`config.mk`:
```
export PLATFORM = sky130hd
export DESIGN_NAME = fetch_unit
export DESIGN_NICKNAME = d
export VERILOG_FILES = /design/src/rtl/fetch_pkg.sv /design/src/rtl/fetch_predecode.sv /design/src/rtl/fetch_unit.sv
export SDC_FILE = /design/constraint.sdc
export NUM_CORES = 1
export LEC_CHECK = 0
export ABC_AREA = 1
export BUFFER_PORTS_ARGS = -buffer_cell sky130_fd_sc_hd__buf_4
export CAP_MARGIN = 20
export CORE_AREA = 2 2 187 134
export CTS_BUF_LIST = sky130_fd_sc_hd__clkbuf_16
export DETAILED_ROUTE_END_ITERATION = 10
export DIE_AREA = 0 0 189 136
export GPL_TIMING_DRIVEN = 0
export MAX_ROUTING_LAYER = met4
export PLACE_DENSITY = 0.48
export SYNTH_ARGS = -nofsm -noshare
export SYNTH_HDL_FRONTEND = slang
export SYNTH_SLANG_ARGS = --single-unit
```
`constraint.sdc`:
```
create_clock -name clk -period 11.3 [get_ports clk]
set_input_delay 2.26 -clock clk [delete_from_list [all_inputs] [get_ports clk]]
set_output_delay 2.26 -clock clk [all_outputs]
set_load 0.1 [all_outputs]
```
`src/rtl/fetch_pkg.sv`:
```
// Shared constants, opcode encodings and FSM state type for the fetch stage.
// The FETCH_BTFN_EN macro (see fetch_unit) selects static backward-taken prediction.
package fetch_pkg;

    localparam int          FETCH_PC_W     = 32;
    localparam logic [31:0] FETCH_NOP_WORD = 32'h0000_0000;

    // Opcode lives in instr[31:26], branch displacement in instr[15:0].
    localparam logic [5:0] OP_BEQ = 6'b100000;
    localparam logic [5:0] OP_BNE = 6'b100001;
    localparam logic [5:0] OP_BLT = 6'b100010;
    localparam logic [5:0] OP_BLE = 6'b100011;
    localparam logic [5:0] OP_J   = 6'b000010;

    typedef enum logic [1:0] {
        ST_BOOT = 2'd0,
        ST_RUN  = 2'd1,
        ST_HOLD = 2'd2
    } fetch_state_e;

    function automatic logic is_cond_branch(input logic [5:0] op);
        return (op == OP_BEQ) || (op == OP_BNE) || (op == OP_BLT) || (op == OP_BLE);
    endfunction

endpackage

```
`src/rtl/fetch_predecode.sv`:
```
// Combinational predecode of the word returned by IMem: flags backward conditional
// branches and computes their target (pc + 1 + sext(imm16)). Used only with FETCH_BTFN_EN.
module fetch_predecode
    import fetch_pkg::*;
#(
    parameter int PC_W = FETCH_PC_W
) (
    input  logic [31:0]     i_instr,
    input  logic [PC_W-1:0] i_pc,
    output logic            o_is_bwd_branch,
    output logic [PC_W-1:0] o_target
);

    logic [5:0]  w_opcode;
    logic [15:0] w_imm;
    logic        w_unused_bits;

    assign w_opcode      = i_instr[31:26];
    assign w_imm         = i_instr[15:0];
    assign w_unused_bits = ^i_instr[25:16];

    assign o_is_bwd_branch = is_cond_branch(w_opcode) && w_imm[15];
    // PC_W is assumed wider than the 16-bit displacement.
    assign o_target        = i_pc + PC_W'(1) + {{(PC_W-16){w_imm[15]}}, w_imm};

endmodule

```
`src/rtl/fetch_unit.sv`:
```
// Instruction-fetch stage: owns the word PC, captures IMem data into IF/ID, handles
// decode stalls and downstream redirects. Define FETCH_BTFN_EN for backward-taken prediction.
module fetch_unit
    import fetch_pkg::*;
#(
    parameter int              PC_W     = FETCH_PC_W,
    parameter logic [PC_W-1:0] RESET_PC = '0,
    parameter logic [31:0]     NOP_WORD = FETCH_NOP_WORD
) (
    input  logic            clk,
    input  logic            rst,
    output logic [PC_W-1:0] imem_pc,
    input  logic [31:0]     imem_instr,
    input  logic            id_ready,
    input  logic            redirect_valid,
    input  logic [PC_W-1:0] redirect_pc,
    output logic            if_id_valid,
    output logic [31:0]     if_id_instr,
    output logic [PC_W-1:0] if_id_pc,
    output logic            if_id_pred_taken,
    output logic [31:0]     fetch_count
);

    fetch_state_e    r_state;
    fetch_state_e    w_state_next;
    logic [PC_W-1:0] r_pc;
    logic [PC_W-1:0] w_next_pc;
    logic            r_if_id_valid;
    logic [31:0]     r_if_id_instr;
    logic [PC_W-1:0] r_if_id_pc;
    logic            r_if_id_pred;
    logic [31:0]     r_fetch_count;
    logic            w_advance;
    logic            w_pred;

`ifdef FETCH_BTFN_EN
    logic            w_is_bwd;
    logic [PC_W-1:0] w_target;

    fetch_predecode #(
        .PC_W (PC_W)
    ) u_predecode (
        .i_instr         (imem_instr),
        .i_pc            (r_pc),
        .o_is_bwd_branch (w_is_bwd),
        .o_target        (w_target)
    );

    assign w_pred    = w_is_bwd;
    assign w_next_pc = w_is_bwd ? w_target : r_pc + PC_W'(1);
`else
    assign w_pred    = 1'b0;
    assign w_next_pc = r_pc + PC_W'(1);
`endif

    always_comb begin
        w_state_next = r_state;
        w_advance    = 1'b0;
        case (r_state)
            ST_BOOT: w_state_next = ST_RUN;
            ST_RUN: begin
                if (r_if_id_valid && !id_ready) begin
                    w_state_next = ST_HOLD;
                end else begin
                    w_advance = 1'b1;
                end
            end
            ST_HOLD: begin
                if (id_ready) begin
                    w_advance    = 1'b1;
                    w_state_next = ST_RUN;
                end
            end
            default: w_state_next = ST_BOOT;
        endcase
        // A redirect overrides stalls and the boot cycle.
        if (redirect_valid) begin
            w_advance    = 1'b0;
            w_state_next = ST_RUN;
        end
    end

    always_ff @(posedge clk or posedge rst) begin
        if (rst) begin
            r_state       <= ST_BOOT;
            r_pc          <= RESET_PC;
            r_if_id_valid <= 1'b0;
            r_if_id_instr <= NOP_WORD;
            r_if_id_pc    <= '0;
            r_if_id_pred  <= 1'b0;
            r_fetch_count <= '0;
        end else begin
            r_state <= w_state_next;
            if (redirect_valid) begin
                r_pc          <= redirect_pc;
                r_if_id_valid <= 1'b0;
                r_if_id_instr <= NOP_WORD;
                r_if_id_pred  <= 1'b0;
            end else if (w_advance) begin
                r_pc          <= w_next_pc;
                r_if_id_valid <= 1'b1;
                r_if_id_instr <= imem_instr;
                r_if_id_pc    <= r_pc;
                r_if_id_pred  <= w_pred;
                if (r_fetch_count != 32'hFFFF_FFFF) begin
                    r_fetch_count <= r_fetch_count + 32'd1;
                end
            end
        end
    end

    assign imem_pc          = r_pc;
    assign if_id_valid      = r_if_id_valid;
    assign if_id_instr      = r_if_id_instr;
    assign if_id_pc         = r_if_id_pc;
    assign if_id_pred_taken = r_if_id_pred;
    assign fetch_count      = r_fetch_count;

endmodule

```
After elaboration in Yosys (flattened, before gate mapping)
Cells that the tools add are included.

word-level totals
  register bits = 132
  latch bits = 0
  memory bits (writable) = 0
  bits in read-only memories = 0
  input bits = 68
  memories kept = 0

operators by class
  $add $sub $neg = 2
  $mul = 0
  divide/modulo/power cells = 0
  $lt $le $gt $ge = 0
  equal/unequal tests = 5
  shift-type cells = 0
  mux-type cells = 16
  bitwise operators = 1
  reduce and logical (&&, ||, !) cells = 7

operators with widths
  cell                                                                   count
  32-bit 2-to-1 mux                                                      4
  32-bit by 1-bit adder with 32-bit output, second input constant        2
  32-bit != test, second input constant                                  1
  1-bit 2-to-1 mux                                                       7
  2-bit 2-to-1 mux                                                       3
  3-bit != test, second input constant                                   2
  2-bit case mux with 3 select lines                                     1
  2-bit AND reduction                                                    2
  3-bit AND reduction                                                    1
  2-bit by 1-bit equality test with 1-bit output, second input constant  1
  2-bit equality test, second input constant                             1
  2-bit logical NOT                                                      1
  1-bit case mux with 2 select lines                                     1
  2-bit nonzero test                                                     1
  1-bit logical AND                                                      1
  1-bit logical NOT                                                      1
  1-bit NOT                                                              1

Longest topological paths before layout
  depth after elaboration = 7
  gate-level depth with buffers = 11
  depth with buffers taken out = 10

Worst setup path after synthesis
OpenSTA, ideal clock, no wires.

  path type = in2reg
  start point = in redirect_valid
  end point = reg r_pc[12], in the netlist imem_pc[12]
  setup time = 119 ps
  data arrival time = 3,235 ps
  setup slack = 7,946 ps
  cell stages on the path = 8
  buffers on the path = 3
  path through = buf_2 -> clkinv_1 -> nand2_1 -> buf_2 -> buf_2 -> nand2_1 -> nor2_1 -> nor2_1

between the ends
  word-level cells in the longest chain between the ends = 2
  elaborated cells on any way between the ends = 3
  those cells by class = mux: 2; reduce/logical: 1

RTL lines
  what                                 line               text
  start, declared                      fetch_unit.sv:15   input logic redirect_valid,
  1-bit 2-to-1 mux                     fetch_unit.sv:77   if (redirect_valid) begin
  2-bit nonzero test (no source line)  --
  end signal, assigned                 fetch_unit.sv:95   r_pc <= redirect_pc;
  end signal, assigned                 fetch_unit.sv:100  r_pc <= w_next_pc;
  end, declared                        fetch_unit.sv:26   logic [PC_W-1:0] r_pc;

Parallel ways exist; a longest one is shown, timed or not.
A chain may end at the register's enable or synchronous reset.

Worst setup path after layout
  start point = reg r_pc[9], in the netlist imem_pc[9]
  end point = out imem_pc[9]

RTL lines
  what           line              text
  end, declared  fetch_unit.sv:12  output logic [PC_W-1:0] imem_pc,

No word-level cell between the ends.

==> impl_metrics.toml <==
[outcome]
status = "finished, final reports clean"

[logic_synthesis]
avgSynthCellArea_um2 = 7.384
synth_top_area_share_pct = 46.59
synth-simple-area-share_pct = 34.69
yosysTopAreaCell = "dfrtp_1"
ys_ff_latch = 131
synth_xor_area_share_pct = 2.489
synthMuxAreaShare_pct = 0
synthAdderAreaFrac_pct = 1.067
syn-num-nets = 1027
synth.top_cells.by_area = "dfrtp_1 47%, nand2_1 21%, nor2_1 6.2%"
synth_top_family_by_area = "simple AND/OR/NAND/NOR gates"
synth_compound_gate_area_share_pct = 8.713
netlist_area_um2 = 7037
yosys.cell_types.count = 35
synth_cells = 953
ys_seq_area_share_pct = 46.59
synth-warning-count = 0

[timing]
finalCritPeriodShare_pct = 31.54
rsz0062_at_grt = "false"
slew_headroom_pct = 53.25
clock.fmax_mhz = 280.6
fin_skew_ps = 17.88
setup_violations = 0
tightest_slew_ps = 701.2
min_period_ps = 3564
hold_viol = 0
setup_tns_ps = 0
slew_violations = 0

[route]
drc = 0
ant_nets = 0
drt_iter0_markers = 437
avgRoutedWirePerCell_um = 16.63
routed_wirelength_um = 25050
dr.pass1.iters = 5
avgViaCountPerCell = 4.552
vias = 6856

[cells_and_area]
drive_gt1_share_pct = 22.61
n_antenna_cell = 0
nFillCells = 2519
seqCellArea_um2 = 3278
layout_commonest_cell = "nand2_1"
final_cell_mix = "400 x nand2_1, 199 x buf_4, 131 x dfrtp_1"
area_growth_pct = 35.81
fin_nets = 1242
multi_input_area_um2 = 3308

[clock_tree]
htree_levels = 4
cts.reportedPaths.clkPinSlew_ps = 60
cts_buffers = 17
cts_hold_buffers = 0
post-cts-setup-buffer-count = 0
clock_sinks = 131
ctsRootBufferMaster = "clkbuf_16"
cts_resized = 0
clockBufferDepth = 2
insertion_delay_ps = 440
cts_tree = "yes"

[floorplanning]
start_util_pct = 29.22
dieWidth_um = 189
die-area_um2 = 25700
io_pins = 198
die_y_um = 136
rows = 48
core-area_um2 = 24080

[setup_path]
rrSetupSlack_ps = 8990
crit_fanout = 6
worst_setup_path_start_kind = "flip-flop"
path_delay_family = "flip-flops"
criticalPathCategory = "reg2out"
cp_slowest_cell = "dfrtp_1"
reg2reg_depth = 10
path_buf_inv = 1
crit_end = "imem_pc[9]"
r2r-start = "r_state[0]"
cp.depth = 1
cp-startpoint = "imem_pc[9]"
crit_chain = "buf_4"
critPathArrivalTime_ps = 1300
required_ps = 9040
max_stage_delay_ps = 510
rr_endpoint = "if_id_pc[0]"
critPathCaptureType = "output pin"

[hold_path]
holdCritStartpoint = "if_id_pc[6]"
hold_path_class = "reg2reg"

[grt]
grt_overflow = 0
grt_pass1_wl_um = 38210
grt_max_degree = 80
grt_usage_pct = 20.29
grt_pass1_vias = 6493
antenna_found_initial = 0

[run]
cap_violations = 0

[place]
hpwl_um = 19150
gp_congestion = 0.8976
io_buffers = 195
-- registers in the layout, summed over array words and instances (netlist names) --
| name | flops |
|---|---|
| imem_pc | 32 |
| if_id_pc | 32 |
| r_state | 2 |
| fetch_count | 32 |
| if_id_instr | 32 |
| if_id_valid | 1 |
-- cell type report --
type / count / share of cell area (%)
clock inverters: 15 / 2.003
multi-input cells: 720 / 34.62
inverters: 68 / 2.723
clock buffers: 17 / 4.451
well taps: 325 / 4.255
flip-flops and latches: 131 / 34.30
repair buffers: 196 / 15.61
plain buffers: 34 / 2.042
-- synth_stat cells, drive strengths merged --
cell and count:
o211ai 6, ha 6, nor3 1, dfrtp 131
clkbuf 9, o22ai 1, o31ai 1, nand2 403
nand4 4, nor2 121, a22o 32, and2 1
or2 5, a21oi 6, xor2 15, nand3 51
inv 67, o21a 1, xnor2 5, buf 25
a31oi 1, o21ai 46, clkinv 1, conb 1
nand3b 13
-- kinds of logic after synthesis --
family          count (synthesis)
buf+inv                       102
compound gates                 94
simple gates                  599
xor+xnor                       20
other cells                     1
flops                         131
fa+ha+maj                       6
-- per-stage QoR --
step / cell area [um2] / setup WS (ps) / utilization, % / hold slack (ps) / instances
detailed placement: 8940 / 7271 / 37.12 / 459.6 / 1474
global placement: 8907 / 3555 / 36.99 / 459.2 / 1473
finish: 9557 / 7736 / 39.68 / 469.1 / 1506
global route: 9557 / 7611 / 39.68 / 496.1 / 1506
floorplan: 7037 / 5542 / - / 566.3 / 953
CTS: 9557 / 7723 / 39.68 / 474.7 / 1506
-- metal layers --
layer  part of all wire (%)  vias up  wire [um]  global-route usage, %
li1                       -     3459          -                      -
met1                     54     3173      13490                  30.88
met2                     39      216       9727                  26.31
met3                    6.7        8       1683                  5.369
met4                   0.57        0        143                  4.036
met5                      0        -          0                      -
-- worst min-delay path by stage --
stage | to | slack [ps] | depth (start not counted)
after floorplan | r_state[1] | 570 | 2
after global placement | if_id_pc[6] | 460 | 2
after detailed placement | if_id_pc[6] | 460 | 2
after CTS | if_id_pc[6] | 470 | 2
after global routing | if_id_pc[6] | 500 | 2
final | if_id_pc[6] | 470 | 2
-- tightest hold or removal path: stages, from the launching register on --
cell,delay (ps)
dfrtp_1,340
nand2_1,50
nand2_1,40
Power is left out: the tool's default activity adds up to more than one toggle a clock period on the data nets, which glitch-free logic cannot reach.
